File: config.mk
export PLATFORM = sky130hd
export DESIGN_NAME = shift_sched
export DESIGN_NICKNAME = d
export VERILOG_FILES = /design/src/rtl/shift_sched.sv
export SDC_FILE = /design/constraint.sdc
export NUM_CORES = 1
export LEC_CHECK = 0
export ABC_CLOCK_PERIOD_IN_PS = 13400
export CAP_MARGIN = 10
export CORE_AREA = 2 2 496 498
export DETAILED_ROUTE_END_ITERATION = 12
export DIE_AREA = 0 0 498 500
export PLACE_DENSITY = 0.3
export SKIP_CTS_REPAIR_TIMING = 1
export SLEW_MARGIN = 10
export SYNTH_ARGS = -nofsm -noshare
export SYNTH_HDL_FRONTEND = slang
export SYNTH_SLANG_ARGS = --single-unit
File: constraint.sdc
create_clock -name clk -period 13.4 [get_ports clk]
set_input_delay 4.02 -clock clk [delete_from_list [all_inputs] [get_ports clk]]
set_output_delay 4.02 -clock clk [all_outputs]
set_load 0.03 [all_outputs]
File: src/rtl/shift_sched.sv
// Round-robin issue scheduler sharing one two-stage shift unit among NREQ issue queues.
// Optional SHIFT_SCHED_PERF_EN adds per-requester grant counters and a blocked-cycle counter.

module shift_sched_lane #(
   parameter int HW = 1
) (
`ifdef SHIFT_SCHED_PERF_EN
   input  logic             clk,
   input  logic             reset,
   input  logic             grant,
   output logic [31:0]      perf_cnt,
`endif
   input  logic             valid,
   input  logic [HW-1:0]    hart,
   input  logic [2**HW-1:0] flush_ext,
   output logic             elig
);

   // A requester whose hart is being flushed this cycle is skipped by the arbiter.
   assign elig = valid & ~flush_ext[hart];

`ifdef SHIFT_SCHED_PERF_EN
   always_ff @(posedge clk or negedge reset) begin
      if (!reset)
         perf_cnt <= '0;
      else if (grant && perf_cnt != '1)
         perf_cnt <= perf_cnt + 32'd1;
   end
`endif

endmodule

module shift_sched #(
   parameter  int NREQ       = 4,
   parameter  int LNREQ      = 2,
   parameter  int CNTRL_SIZE = 7,
   parameter  int RV         = 64,
   parameter  int LNCOMMIT   = 5,
   parameter  int NHART      = 1,
   parameter  int LNHART     = 0,
   localparam int HW         = (NHART == 1) ? 1 : LNHART
) (
   input  logic                                clk,
   input  logic                                reset,
   input  logic [NREQ-1:0]                     req_valid,
   output logic [NREQ-1:0]                     req_ready,
   input  logic [NREQ-1:0][CNTRL_SIZE-1:0]     req_control,
   input  logic [NREQ-1:0][LNCOMMIT-1:0]       req_rd,
   input  logic [NREQ-1:0]                     req_makes_rd,
   input  logic [NREQ-1:0]                     req_needs_rs2,
   input  logic [NREQ-1:0][31:0]               req_immed,
   input  logic [NREQ-1:0][HW-1:0]             req_hart,
   input  logic [NREQ-1:0]                     req_rv32,
   input  logic [NREQ-1:0][RV-1:0]             req_r1,
   input  logic [NREQ-1:0][RV-1:0]             req_r2,
   input  logic [NREQ-1:0][RV-1:0]             req_r3,
   input  logic                                issue_block,
   input  logic [NHART-1:0]                    flush,
   output logic                                sh_enable,
   output logic [CNTRL_SIZE-1:0]               sh_control,
   output logic [LNCOMMIT-1:0]                 sh_rd,
   output logic                                sh_makes_rd,
   output logic                                sh_needs_rs2,
   output logic [31:0]                         sh_immed,
   output logic [HW-1:0]                       sh_hart,
   output logic                                sh_rv32,
   output logic [RV-1:0]                       sh_r1,
   output logic [RV-1:0]                       sh_r2,
   output logic [RV-1:0]                       sh_r3,
   input  logic [RV-1:0]                       sh_result,
   output logic                                res_valid,
   output logic [LNREQ-1:0]                    res_tag,
   output logic [LNCOMMIT-1:0]                 res_rd,
   output logic [HW-1:0]                       res_hart
`ifdef SHIFT_SCHED_PERF_EN
   ,
   output logic [NREQ-1:0][31:0]               perf_grants,
   output logic [31:0]                         perf_blocked
`endif
);

   localparam int NH2 = 2**HW;

   typedef struct packed {
      logic [LNREQ-1:0]    tag;
      logic [LNCOMMIT-1:0] rd;
      logic [HW-1:0]       hart;
   } ent_t;

   logic [NH2-1:0]   flush_ext;
   logic [NREQ-1:0]  elig;
   logic [NREQ-1:0]  grant;
   logic [LNREQ-1:0] rr_ptr;
   logic [LNREQ-1:0] win;
   logic [LNREQ:0]   scan;
   logic             found;
   logic [2:1]       vld_pipe;
   ent_t             s1, s2;
   logic             s1_rv32;
   logic             unused_ok;

   // The result data flows straight from the shift unit to writeback; only its timing matters here.
   assign unused_ok = ^sh_result;

   always_comb begin
      flush_ext = '0;
      flush_ext[NHART-1:0] = flush;
   end

   for (genvar g = 0; g < NREQ; g++) begin : g_lane
      shift_sched_lane #(.HW(HW)) u_lane (
`ifdef SHIFT_SCHED_PERF_EN
         .clk       (clk),
         .reset     (reset),
         .grant     (grant[g]),
         .perf_cnt  (perf_grants[g]),
`endif
         .valid     (req_valid[g]),
         .hart      (req_hart[g]),
         .flush_ext (flush_ext),
         .elig      (elig[g])
      );
   end

   // First eligible requester at or after rr_ptr, scanning with wrap-around.
   always_comb begin
      scan  = '0;
      grant = '0;
      win   = '0;
      found = 1'b0;
      for (int k = 0; k < NREQ; k++) begin
         scan = {1'b0, rr_ptr} + (LNREQ+1)'(k);
         if (scan >= (LNREQ+1)'(NREQ))
            scan = scan - (LNREQ+1)'(NREQ);
         if (!found && elig[scan[LNREQ-1:0]]) begin
            found = 1'b1;
            win   = scan[LNREQ-1:0];
         end
      end
      if (!reset || issue_block)
         found = 1'b0;
      if (found)
         grant[win] = 1'b1;
   end

   assign req_ready = grant;
   assign sh_enable = found;

   always_comb begin
      sh_control   = '0;
      sh_rd        = '0;
      sh_makes_rd  = 1'b0;
      sh_needs_rs2 = 1'b0;
      sh_immed     = '0;
      sh_hart      = '0;
      // Outside a grant cycle the second stage still sees the in-flight op's mode.
      sh_rv32      = vld_pipe[1] & s1_rv32;
      if (found) begin
         sh_control   = req_control[win];
         sh_rd        = req_rd[win];
         sh_makes_rd  = req_makes_rd[win];
         sh_needs_rs2 = req_needs_rs2[win];
         sh_immed     = req_immed[win];
         sh_hart      = req_hart[win];
         sh_rv32      = req_rv32[win];
      end
   end

   // Operands are taken from the granted queue one cycle after the grant.
   always_comb begin
      sh_r1 = '0;
      sh_r2 = '0;
      sh_r3 = '0;
      if (vld_pipe[1]) begin
         sh_r1 = req_r1[s1.tag];
         sh_r2 = req_r2[s1.tag];
         sh_r3 = req_r3[s1.tag];
      end
   end

   always_ff @(posedge clk or negedge reset) begin
      if (!reset) begin
         rr_ptr   <= '0;
         vld_pipe <= '0;
         s1       <= '0;
         s2       <= '0;
         s1_rv32  <= 1'b0;
      end else begin
         if (found) begin
            rr_ptr  <= (win == LNREQ'(NREQ-1)) ? '0 : win + 1'b1;
            s1      <= '{tag: win, rd: req_rd[win], hart: req_hart[win]};
            s1_rv32 <= req_rv32[win];
         end
         // A new grant never belongs to a flushed hart, so only the S1->S2 hop needs masking.
         vld_pipe[1] <= found;
         vld_pipe[2] <= vld_pipe[1] & ~flush_ext[s1.hart];
         s2          <= s1;
      end
   end

   assign res_valid = vld_pipe[2];
   assign res_tag   = s2.tag;
   assign res_rd    = s2.rd;
   assign res_hart  = s2.hart;

`ifdef SHIFT_SCHED_PERF_EN
   always_ff @(posedge clk or negedge reset) begin
      if (!reset)
         perf_blocked <= '0;
      else if (|req_valid && !found && perf_blocked != '1)
         perf_blocked <= perf_blocked + 32'd1;
   end
`endif

endmodule
==> results of run 1 <==
-- worst reg2reg max path, delay by kind of cell (launching register included) --
kind / cells / cell delay, ns
simple gates: 1 / 0.15
mux: 2 / 0.70
compound gates: 3 / 1.37
flops: 1 / 0.73
buf+inv: 1 / 0.43
-- power groups by stage --
stage	Sequential [mW]	Clock [mW]	Combinational, mW
final	0.160	0.0982	2.97
after global routing	0.173	0.112	3.20
after CTS	0.170	0.112	3.11
after detailed placement	0.170	0	3.09
after global placement	0.170	0	3.10
after floorplan	0.126	0	1.61
-- how the worst max path moves through the flow --
stage                      start             to  slack [ns]
global placement    req_valid[3]       sh_rd[1]        1.43
CTS                 req_valid[3]  sh_control[1]        1.44
detailed placement  req_valid[3]       sh_rd[1]        1.45
global route        req_valid[3]   sh_immed[28]        1.28
floorplan            req_hart[2]  sh_control[4]        3.22
finish              req_valid[3]    sh_immed[8]        1.55
-- cell families after synthesis --
group / share of synthesized area (%)
AO/OA/AOI/OAI: 10.2
adder cells (fa/ha/maj): 0.592
buffers and inverters: 5.57
flip-flops: 6.22
multiplexers: 58.6
AND/OR/NAND/NOR: 18.9
-- synth_stat cells (all sizes together), types with 2 or more instances --
| cell type | instances |
|---|---|
| buf | 50 |
| nor2b | 41 |
| and2 | 196 |
| o221ai | 9 |
| a211oi | 82 |
| o21ai | 3 |
| ha | 4 |
| mux2i | 61 |
| o22ai | 6 |
| nand3 | 3 |
| inv | 6 |
| or2 | 2 |
| a21oi | 6 |
| nand2 | 16 |
| dfrtp | 21 |
| clkbuf | 48 |
| mux4 | 192 |
-- state kept, by name (all words and copies together) (netlist names) --
signal    cells
s1_rv32       1
res_hart      1
res_tag       2
vld_pipe      2
s1            8
rr_ptr        2
res_rd        5
-- metrics by stage --
step | hold slack, ns | instances | power (mW) | setup slack, ns
final | 0.393 | 5159 | 3.23 | 1.55
after global routing | 0.415 | 5135 | 3.49 | 1.28
after CTS | 0.391 | 5119 | 3.39 | 1.44
after detailed placement | 0.369 | 5115 | 3.26 | 1.45
after global placement | 0.365 | 5115 | 3.27 | 1.43
after floorplan | 0.352 | 757 | 1.74 | 3.22
-- cell usage in the layout (no fill, tap or decap), types with 3 or more instances in the layout --
cell             synthesis  layout
inv_1                    6       6
clkbuf_16                0       3
buf_12                   0       4
mux2i_1                 61      61
buf_4                    8      12
mux4_2                 192     192
dfrtp_4                  0       3
and2_1                 196     196
diode_2                  0      40
nand2_1                 15      15
o22ai_1                  6       6
ha_1                     4       4
nor2b_1                 41      41
a21oi_1                  6       6
dfrtp_1                 21      18
a211oi_1                82      82
nand3_1                  3       3
o221ai_1                 8       8
clkdlybuf4s50_1          0    1218
-- cell type report --
cell class | count | area [sq um] | area share (%)
antenna | 40 | 100 | 0.407
clock inverter | 1 | 5.00 | 0.0203
inverter | 6 | 22.5 | 0.0915
multi-input combinational | 632 | 7470 | 30.3
tap | 3220 | 4030 | 16.4
timing repair buffer | 1236 | 12400 | 50.3
clock buffer | 3 | 75.1 | 0.305
sequential | 21 | 537 | 2.18
-- per-layer routing --
| metal | global-route usage (%) | vias to the layer above |
|---|---|---|
| met1 | 13.2 | 6330 |
| met5 | 0 | - |
| met4 | 2.58 | 50 |
| met2 | 20.4 | 973 |
| li1 | - | 5386 |
| met3 | 6.43 | 179 |
==> flow_metrics.py, run 1 <==
metrics = {
    "placement": {
        "place_hpwl_microns": 144000,
        "portBuffers": 1221,
        "dpl_cell_area_sq_um": 24400,
        "routabilityCongestion": 0.850,
    },
    "logic_synthesis": {
        "netlist_area_sq_um": 8450,
        "synth_nets": 1793,
        "syn_area_per_cell_sq_um": 11.2,
        "synth_edf_count": 0,
        "yosysTopAreaCellShare_pct": 51.2,
        "synth_area_leader_cell": "mux4_2",
        "async_reset_ff_share_pct": 100,
        "ys_warn_count": 0,
        "ys_types": 35,
        "synth.area.top_cells": "mux4_2 51%, and2_1 15%, a211oi_1 7.3%",
        "synth_ff_type": "dfrtp_1",
        "seq_area_frac_synth_pct": 6.22,
        "ys_seq_elements": 21,
        "syn_inst": 757,
    },
    "die": {
        "die_w_microns": 498,
        "io_pins": 1286,
        "fp.dieH_microns": 500,
        "die_area_sq_um": 249000,
        "num_rows": 182,
        "initial_utilization_pct": 3.46,
        "coreArea_sq_um": 244000,
    },
    "drt": {
        "ant_nets": 0,
        "avgViaCountPerCell": 2.50,
        "drt_iter0_drc": 608,
        "wl_per_cell_microns": 30.2,
        "top_layer_used": "met5",
        "wl_met3_microns": 19900,
        "met2_length_microns": 74200,
        "drt-met1-wl_microns": 58400,
        "firstDrtPassIters": 6,
        "drc_errors": 0,
        "vias": 12900,
        "routed_wl_microns": 156000,
    },
    "pwr": {
        "power_density_nw_per_um2": 131,
        "p_leak_nw": 7.46,
        "power_switching_mw": 1.82,
        "peakVddDrop_mv": 0.0859,
        "power.internal_mw": 1.41,
        "combPwrFrac_pct": 92.0,
        "p_sw_share_pct": 56.4,
        "clkPwrFrac_pct": 3.0,
        "p_seq_share_pct": 5.0,
    },
    "timing": {
        "period_share_pct": 88.5,
        "finalHoldViolCount": 0,
        "fin_setup_tns_ns": 0,
        "layout_min_cycle_time_ns": 11.85,
        "slew_headroom_pct": 31.9,
        "final_max_slew_viol_count": 0,
        "worst_slew_pin_slew_ns": 1.02,
        "rsz0062_at_grt": "no",
        "fin_skew_ns": 0.0263,
        "fmax_mhz": 84.4,
        "finalSetupViolations": 0,
    },
    "critical_path": {
        "cp_num_buf_inv": 3,
        "required_ns": 9.38,
        "crit_path_max_incr_delay_ns": 0.86,
        "worstPathCellList": "clkdlybuf4s50_1 -> mux2i_1 -> a21oi_1 -> nand3_1 -> o2bb2a_4 -> buf_12 -> mux2i_1 -> a211oi_1 -> clkdlybuf4s50_1",
        "r2r-end": "s1[5]$_DFFE_PN0P_",
        "rr_startpoint": "rr_ptr[0]$_DFFE_PN0P_",
        "crit_path_top_delay_cell": "o2bb2a_4",
        "startpoint_type": "input pin",
        "cp-end-kind": "output port",
        "cp_top_family": "buffers and inverters",
        "cp.depth": 9,
        "path_class": "in -> out",
        "reg2regPathDepth": 7,
        "path_max_fanout": 77,
        "worst-r2r-setup-slack_ns": 9.89,
        "critPathArrivalTime_ns": 7.83,
    },
    "hold_path": {
        "worstHoldEndpoint": "res_rd[4]$_DFF_PN0_",
        "hold_path.class": "reg -> reg",
        "min_from": "s1[5]$_DFFE_PN0P_",
        "worstHoldPathCells": 0,
    },
    "final_layout": {
        "nFillCells": 28200,
        "postLayoutCoreUtil_pct": 10.1,
        "area_growth_pct": 191,
        "final_area_sq_um": 24600,
        "drive_gt1_share_pct": 11.7,
        "final_nets": 2936,
    },
    "clock_tree": {
        "cts_made_buffers": 3,
        "htree_levels": 1,
        "cts_tree": "done",
        "clock_latency_ns": 0.33,
        "cts.clk_slew.worst_paths_ns": 0.10,
        "cts_max_path_buffers": 2,
        "cts.sink_count": 21,
        "cts-root-buf": "clkbuf_16",
    },
    "grt": {
        "grt_pass1_wl_microns": 186000,
        "first_global_vias": 13800,
        "grt_max_degree": 84,
        "antenna_found_initial": 123,
        "grt_use_total_pct": 12.0,
        "overflow": 0,
    },
    "run_status": {
        "outcome": "finished clean",
    },
    "run": {
        "cap_viol_max_count": 0,
    },
}
(Power assumes the default switching activity.)
==> run 2, diff against run 1 <==
--- a/config.mk
+++ b/config.mk
@@ -7,12 +7,13 @@
 export LEC_CHECK = 0
 export ABC_CLOCK_PERIOD_IN_PS = 13400
 export CAP_MARGIN = 10
-export CORE_AREA = 2 2 496 498
+export CORE_AREA = 2 2 508 510
 export DETAILED_ROUTE_END_ITERATION = 12
-export DIE_AREA = 0 0 498 500
-export PLACE_DENSITY = 0.3
+export DIE_AREA = 0 0 510 512
 export SKIP_CTS_REPAIR_TIMING = 1
 export SLEW_MARGIN = 10
 export SYNTH_ARGS = -nofsm -noshare
 export SYNTH_HDL_FRONTEND = slang
+export SYNTH_HIERARCHICAL = 1
 export SYNTH_SLANG_ARGS = --single-unit
+export TNS_END_PERCENT = 100
==> flow_metrics.py, run 2 <==
metrics = {
    "drt": {
        "vias": 14800,
        "drc_errors": 0,
        "drt_iter0_drc": 921,
        "routed_wl_microns": 215000,
        "ant_nets": 0,
        "firstDrtPassIters": 5,
        "wl_per_cell_microns": 39.8,
        "avgViaCountPerCell": 2.74,
    },
    "final_layout": {
        "largest_reg_flops": 8,
        "mostFrequentLayoutCells": "1,191 x clkdlybuf4s50_1, 201 x and2_1, 192 x mux4_2",
        "area_growth_pct": 196,
        "final_common_cell": "clkdlybuf4s50_1",
        "final_nets": 2979,
        "postLayoutCoreUtil_pct": 9.67,
        "final_area_sq_um": 24700,
        "regMostFlops": "s1",
        "drive_gt1_share_pct": 13.0,
    },
    "critical_path": {
        "path_common_cell": "clkdlybuf4s50_1",
        "crit_path_top_delay_cell": "a311oi_1",
        "r2r-end": "s1[4]$_DFFE_PN0P_",
        "cp_num_buf_inv": 4,
        "startpoint_type": "input pin",
        "path_class": "in -> out",
        "cp-end-kind": "output port",
        "cp_top_family": "buffers and inverters",
        "path_max_fanout": 59,
        "worstPathCellList": "clkdlybuf4s50_1 -> mux2i_1 -> and2_1 -> nand2b_1 -> o221ai_4 -> and2_4 -> inv_4 -> buf_4 -> a211oi_1 -> a311oi_1 -> clkdlybuf4s50_1",
        "reg2regPathDepth": 6,
        "required_ns": 9.38,
        "rr_startpoint": "rr_ptr[0]$_DFFE_PN0P_",
        "critPathArrivalTime_ns": 8.54,
        "worst-r2r-setup-slack_ns": 10.96,
        "crit_path_max_incr_delay_ns": 0.94,
    },
    "timing": {
        "slew_headroom_pct": 21.7,
        "final_max_slew_viol_count": 0,
        "fin_setup_tns_ns": 0,
        "worst_slew_pin_slew_ns": 1.17,
        "rsz0062_at_grt": "no",
        "period_share_pct": 93.7,
        "fmax_mhz": 79.6,
        "layout_min_cycle_time_ns": 12.56,
        "finalHoldViolCount": 0,
        "fin_skew_ns": 0.0176,
        "finalSetupViolations": 0,
    },
    "clock_tree": {
        "htree_levels": 1,
        "cts-root-buf": "clkbuf_16",
        "cts_tree": "done",
        "cts.sink_count": 21,
        "cts_made_buffers": 3,
        "cts_max_path_buffers": 2,
        "cts.clk_slew.worst_paths_ns": 0.08,
        "clock_latency_ns": 0.31,
    },
    "logic_synthesis": {
        "yosysTopAreaCellShare_pct": 51.8,
        "synth_edf_count": 0,
        "synth.area.top_cells": "mux4_2 52%, and2_1 15%, dfrtp_1 6.3%",
        "syn_inst": 800,
        "yosys-top-cells-count": "201 x and2_1, 192 x mux4_2, 101 x nand2_1",
        "ys_seq_elements": 21,
        "synth_ff_type": "dfrtp_1",
        "seq_area_frac_synth_pct": 6.30,
        "syn_area_per_cell_sq_um": 10.4,
        "synth.most_common_cell": "and2_1",
        "async_reset_ff_share_pct": 100,
        "ys_warn_count": 6,
        "ys_types": 30,
        "synth_area_leader_cell": "mux4_2",
        "netlist_area_sq_um": 8340,
    },
    "die": {
        "die_area_sq_um": 261000,
        "io_pins": 1286,
        "fp.dieH_microns": 512,
        "coreArea_sq_um": 256000,
        "num_rows": 186,
        "initial_utilization_pct": 3.26,
        "die_w_microns": 510,
    },
    "run_status": {
        "outcome": "finished clean",
    },
    "hold_path": {
        "worstHoldEndpoint": "res_rd[4]$_DFF_PN0_",
        "worstHoldPathCells": 0,
        "hold_path.class": "reg -> reg",
        "min_from": "s1[5]$_DFFE_PN0P_",
    },
    "placement": {
        "place_hpwl_microns": 200000,
        "routabilityCongestion": 0.865,
        "portBuffers": 1221,
        "dpl_cell_area_sq_um": 24500,
    },
    "pwr": {
        "peakVddDrop_mv": 0.0657,
        "p_leak_nw": 7.57,
        "power_density_nw_per_um2": 65.6,
    },
    "grt": {
        "grt_use_total_pct": 15.7,
        "grt_pass1_wl_microns": 242000,
        "grt_max_degree": 128,
        "antenna_found_initial": 349,
        "first_global_vias": 14200,
        "overflow": 0,
    },
    "run": {
        "cap_viol_max_count": 0,
    },
}
[run 2: cell count changes after synthesis, moves of 20 or more]
cell      change
and3_1       +41
a211oi_1     -41
nand2_1      +86
buf_2        +20
nor2b_1      -41
mux2i_1      -43
a311oi_1     +41
[run 2: power breakdown]
part | internal (mW) | leakage, nW | switching, mW
Sequential | 0.0816 | 0.259 | 0.0379
Clock | 0.0412 | 0.0376 | 0.0433
Combinational | 0.708 | 7.27 | 0.710
Total | 0.831 | 7.57 | 0.791
[run 2: cell families (layout without fill, tap and decap cells)]
| group | Yosys count | count (layout) | synth area share, % |
|---|---|---|---|
| AO/OA/AOI/OAI | 103 | 103 | 10.0 |
| buffers and inverters | 111 | 1250 | 5.85 |
| other | 1 | 73 | 0.0449 |
| AND/OR/NAND/NOR | 350 | 350 | 23.2 |
| flip-flops | 21 | 21 | 6.30 |
| multiplexers | 210 | 210 | 54.0 |
| adder cells (fa/ha/maj) | 4 | 4 | 0.600 |
[run 2: layout make-up]
class | count | area, sq um
flip-flops and latches | 21 | 537
multi-input cells | 671 | 7350
clock inverters | 1 | 7.51
inverters | 7 | 31.3
clock buffers | 3 | 75.1
fillers | 29400 | 231000
well taps | 3384 | 4230
repair buffers | 1239 | 12300
diodes | 69 | 173
[run 2: how the worst max path moves through the flow]
stage | startpoint | to | cells past startpoint
5_1_grt | flush | sh_immed[2] | 11
3_5_place_dp | flush | sh_immed[2] | 11
3_3_place_gp | flush | sh_immed[2] | 11
2_1_floorplan | req_hart[1] | sh_immed[0] | 9
4_1_cts | flush | sh_immed[2] | 11
6_report | flush | sh_immed[2] | 11
[run 2: worst reg2reg max path, cell delays in order, from the launching register on]
cell,delay (ns)
dfrtp_1,0.44
nand2b_1,0.19
a21oi_1,0.18
a211oi_2,0.11
inv_4,0.64
nand2_1,0.49
o221ai_1,0.31
[run 2: metrics by stage]
step	setup WS, ns	power, mW	hold WS (ns)	cells
after global routing	0.628	1.73	0.392	5367
after CTS	0.641	1.67	0.388	5326
after global placement	0.651	1.56	0.362	5322
after detailed placement	0.660	1.57	0.369	5322
after floorplan	3.26	0.807	0.352	803
final	0.842	1.62	0.388	5395
[run 2: metal layers]
metal	GRT usage, %	wire length, microns	part of all wire [%]
met5	0	639	0.30
met4	5.00	10500	4.9
met3	8.52	28000	13
met2	31.0	115000	54
met1	12.8	60500	28
==> run 3, diff against run 2 <==
--- a/config.mk
+++ b/config.mk
@@ -7,9 +7,9 @@
 export LEC_CHECK = 0
 export ABC_CLOCK_PERIOD_IN_PS = 13400
 export CAP_MARGIN = 10
-export CORE_AREA = 2 2 508 510
+export CORE_AREA = 5 5 496 498
 export DETAILED_ROUTE_END_ITERATION = 12
-export DIE_AREA = 0 0 510 512
+export DIE_AREA = 0 0 501 503
 export SKIP_CTS_REPAIR_TIMING = 1
 export SLEW_MARGIN = 10
 export SYNTH_ARGS = -nofsm -noshare
==> flow_metrics.py, run 3 (synthesis results as in run 2) <==
metrics = {
    "timing": {
        "period_share_pct": 93.6,
        "final_max_slew_viol_count": 0,
        "finalSetupViolations": 0,
        "slew_headroom_pct": 18.7,
        "layout_min_cycle_time_ns": 12.54,
        "fin_setup_tns_ns": 0,
        "fin_skew_ns": 0.00295,
        "finalHoldViolCount": 0,
        "rsz0062_at_grt": "no",
        "fmax_mhz": 79.8,
        "worst_slew_pin_slew_ns": 1.22,
    },
    "clock_tree": {
        "cts_max_path_buffers": 2,
        "cts-root-buf": "clkbuf_16",
        "cts.sink_count": 21,
        "cts_made_buffers": 3,
        "cts.clk_slew.worst_paths_ns": 0.06,
        "cts_tree": "done",
        "clock_latency_ns": 0.27,
        "htree_levels": 1,
    },
    "critical_path": {
        "rr_startpoint": "rr_ptr[0]$_DFFE_PN0P_",
        "critPathArrivalTime_ns": 8.52,
        "path_class": "in -> out",
        "r2r-end": "s1[4]$_DFFE_PN0P_",
        "required_ns": 9.38,
        "worst-r2r-setup-slack_ns": 10.63,
        "path_max_fanout": 46,
        "startpoint_type": "input pin",
        "reg2regPathDepth": 7,
        "cp-end-kind": "output port",
    },
    "grt": {
        "grt_max_degree": 102,
        "antenna_found_initial": 308,
        "overflow": 0,
        "first_global_vias": 14600,
        "grt_pass1_wl_microns": 255000,
        "grt_use_total_pct": 17.1,
    },
    "die": {
        "die_area_sq_um": 252000,
        "die_w_microns": 501,
        "io_pins": 1286,
        "coreArea_sq_um": 242000,
        "fp.dieH_microns": 503,
        "initial_utilization_pct": 3.45,
        "num_rows": 181,
    },
    "hold_path": {
        "min_from": "s1[1]$_DFFE_PN0P_",
        "worstHoldEndpoint": "res_rd[0]$_DFF_PN0_",
        "worstHoldPathCells": 0,
        "hold_path.class": "reg -> reg",
    },
    "drt": {
        "vias": 14400,
        "wl_per_cell_microns": 43.1,
        "avgViaCountPerCell": 2.75,
        "drt_iter0_drc": 1143,
        "routed_wl_microns": 226000,
        "drc_errors": 0,
        "firstDrtPassIters": 5,
        "ant_nets": 0,
    },
    "final_layout": {
        "final_common_cell": "clkdlybuf4s50_1",
        "mostFrequentLayoutCells": "1,206 x clkdlybuf4s50_1, 201 x and2_1, 192 x mux4_2",
        "area_growth_pct": 195,
        "regMostFlops": "s1",
        "largest_reg_flops": 8,
        "final_area_sq_um": 24600,
        "drive_gt1_share_pct": 12.5,
        "final_nets": 2984,
    },
    "pwr": {
        "power_density_nw_per_um2": 67.4,
        "p_leak_nw": 7.57,
        "peakVddDrop_mv": 0.0904,
    },
    "placement": {
        "dpl_cell_area_sq_um": 24300,
        "place_hpwl_microns": 211000,
        "routabilityCongestion": 0.888,
        "portBuffers": 1221,
    },
    "run_status": {
        "outcome": "finished clean",
    },
    "run": {
        "cap_viol_max_count": 0,
    },
}
==> run 3: changes by cell type in the layout (fill, tap and decap cells not counted) <==
cell and change:
clkdlybuf4s50_1 +15, diode_2 +22, buf_4 -10, clkinvlp_4 -1, clkinv_2 +1
==> run 3: worst max-delay path, stage by stage <==
cell and delay (ns):
clkdlybuf4s50_1 0.52, mux2i_1 0.18, and2_1 0.18, nand2b_1 0.19, o221ai_4 0.13, and2_4 0.27
inv_4 0.19, buf_4 0.52, buf_4 0.30, a211oi_1 0.09, a311oi_1 0.98, clkdlybuf4s50_1 0.86
==> run 3: metrics by stage <==
step	setup slack [ns]	utilization, %	power (mW)	hold WS [ns]	instances
6_report	0.863	10.2	1.66	0.385	5240
4_1_cts	0.744	10.1	1.71	0.385	5149
3_3_place_gp	0.769	10.1	1.62	0.362	5145
2_1_floorplan	3.26	-	0.807	0.352	803
5_1_grt	0.670	10.1	1.76	0.396	5191
3_5_place_dp	0.752	10.1	1.63	0.371	5145
==> run 3: routing by layer <==
metal  routed length [microns]  vias up  global-route usage [%]
met1                     62200     6764                    13.9
met5                       723        -                       0
li1                          -     5591                       -
met2                    118000     1398                    32.5
met3                     35000      569                    11.4
met4                     10200      102                    5.74
==> run 3: how the worst max path moves through the flow <==
stage                      startpoint            to  slack [ns]  cells past startpoint
after floorplan           req_hart[1]   sh_immed[0]        3.26                      9
after global placement    req_hart[1]  sh_immed[12]        0.77                     12
after detailed placement  req_hart[0]  sh_immed[12]        0.75                     12
after CTS                 req_hart[0]  sh_immed[12]        0.74                     12
after global routing      req_hart[0]  sh_immed[12]        0.67                     12
final                     req_hart[1]  sh_immed[12]        0.86                     12
==> run 3: layout make-up <==
type                    instances  area, sq um
diodes                         91          228
clock buffers                   3         75.1
clock inverters                 1         5.00
fillers                     27800       217000
inverters                       7         31.3
multi-input cells             671         7350
flip-flops and latches         21          537
well taps                    3202         4010
repair buffers               1244        12400
==> run 3: where the power goes <==
group / internal (mW) / total [mW] / leakage [nW] / switching [mW]
sequential: 0.0817 / 0.123 / 0.259 / 0.0414
combinational: 0.712 / 1.47 / 7.27 / 0.757
clock: 0.0403 / 0.0675 / 0.0415 / 0.0272
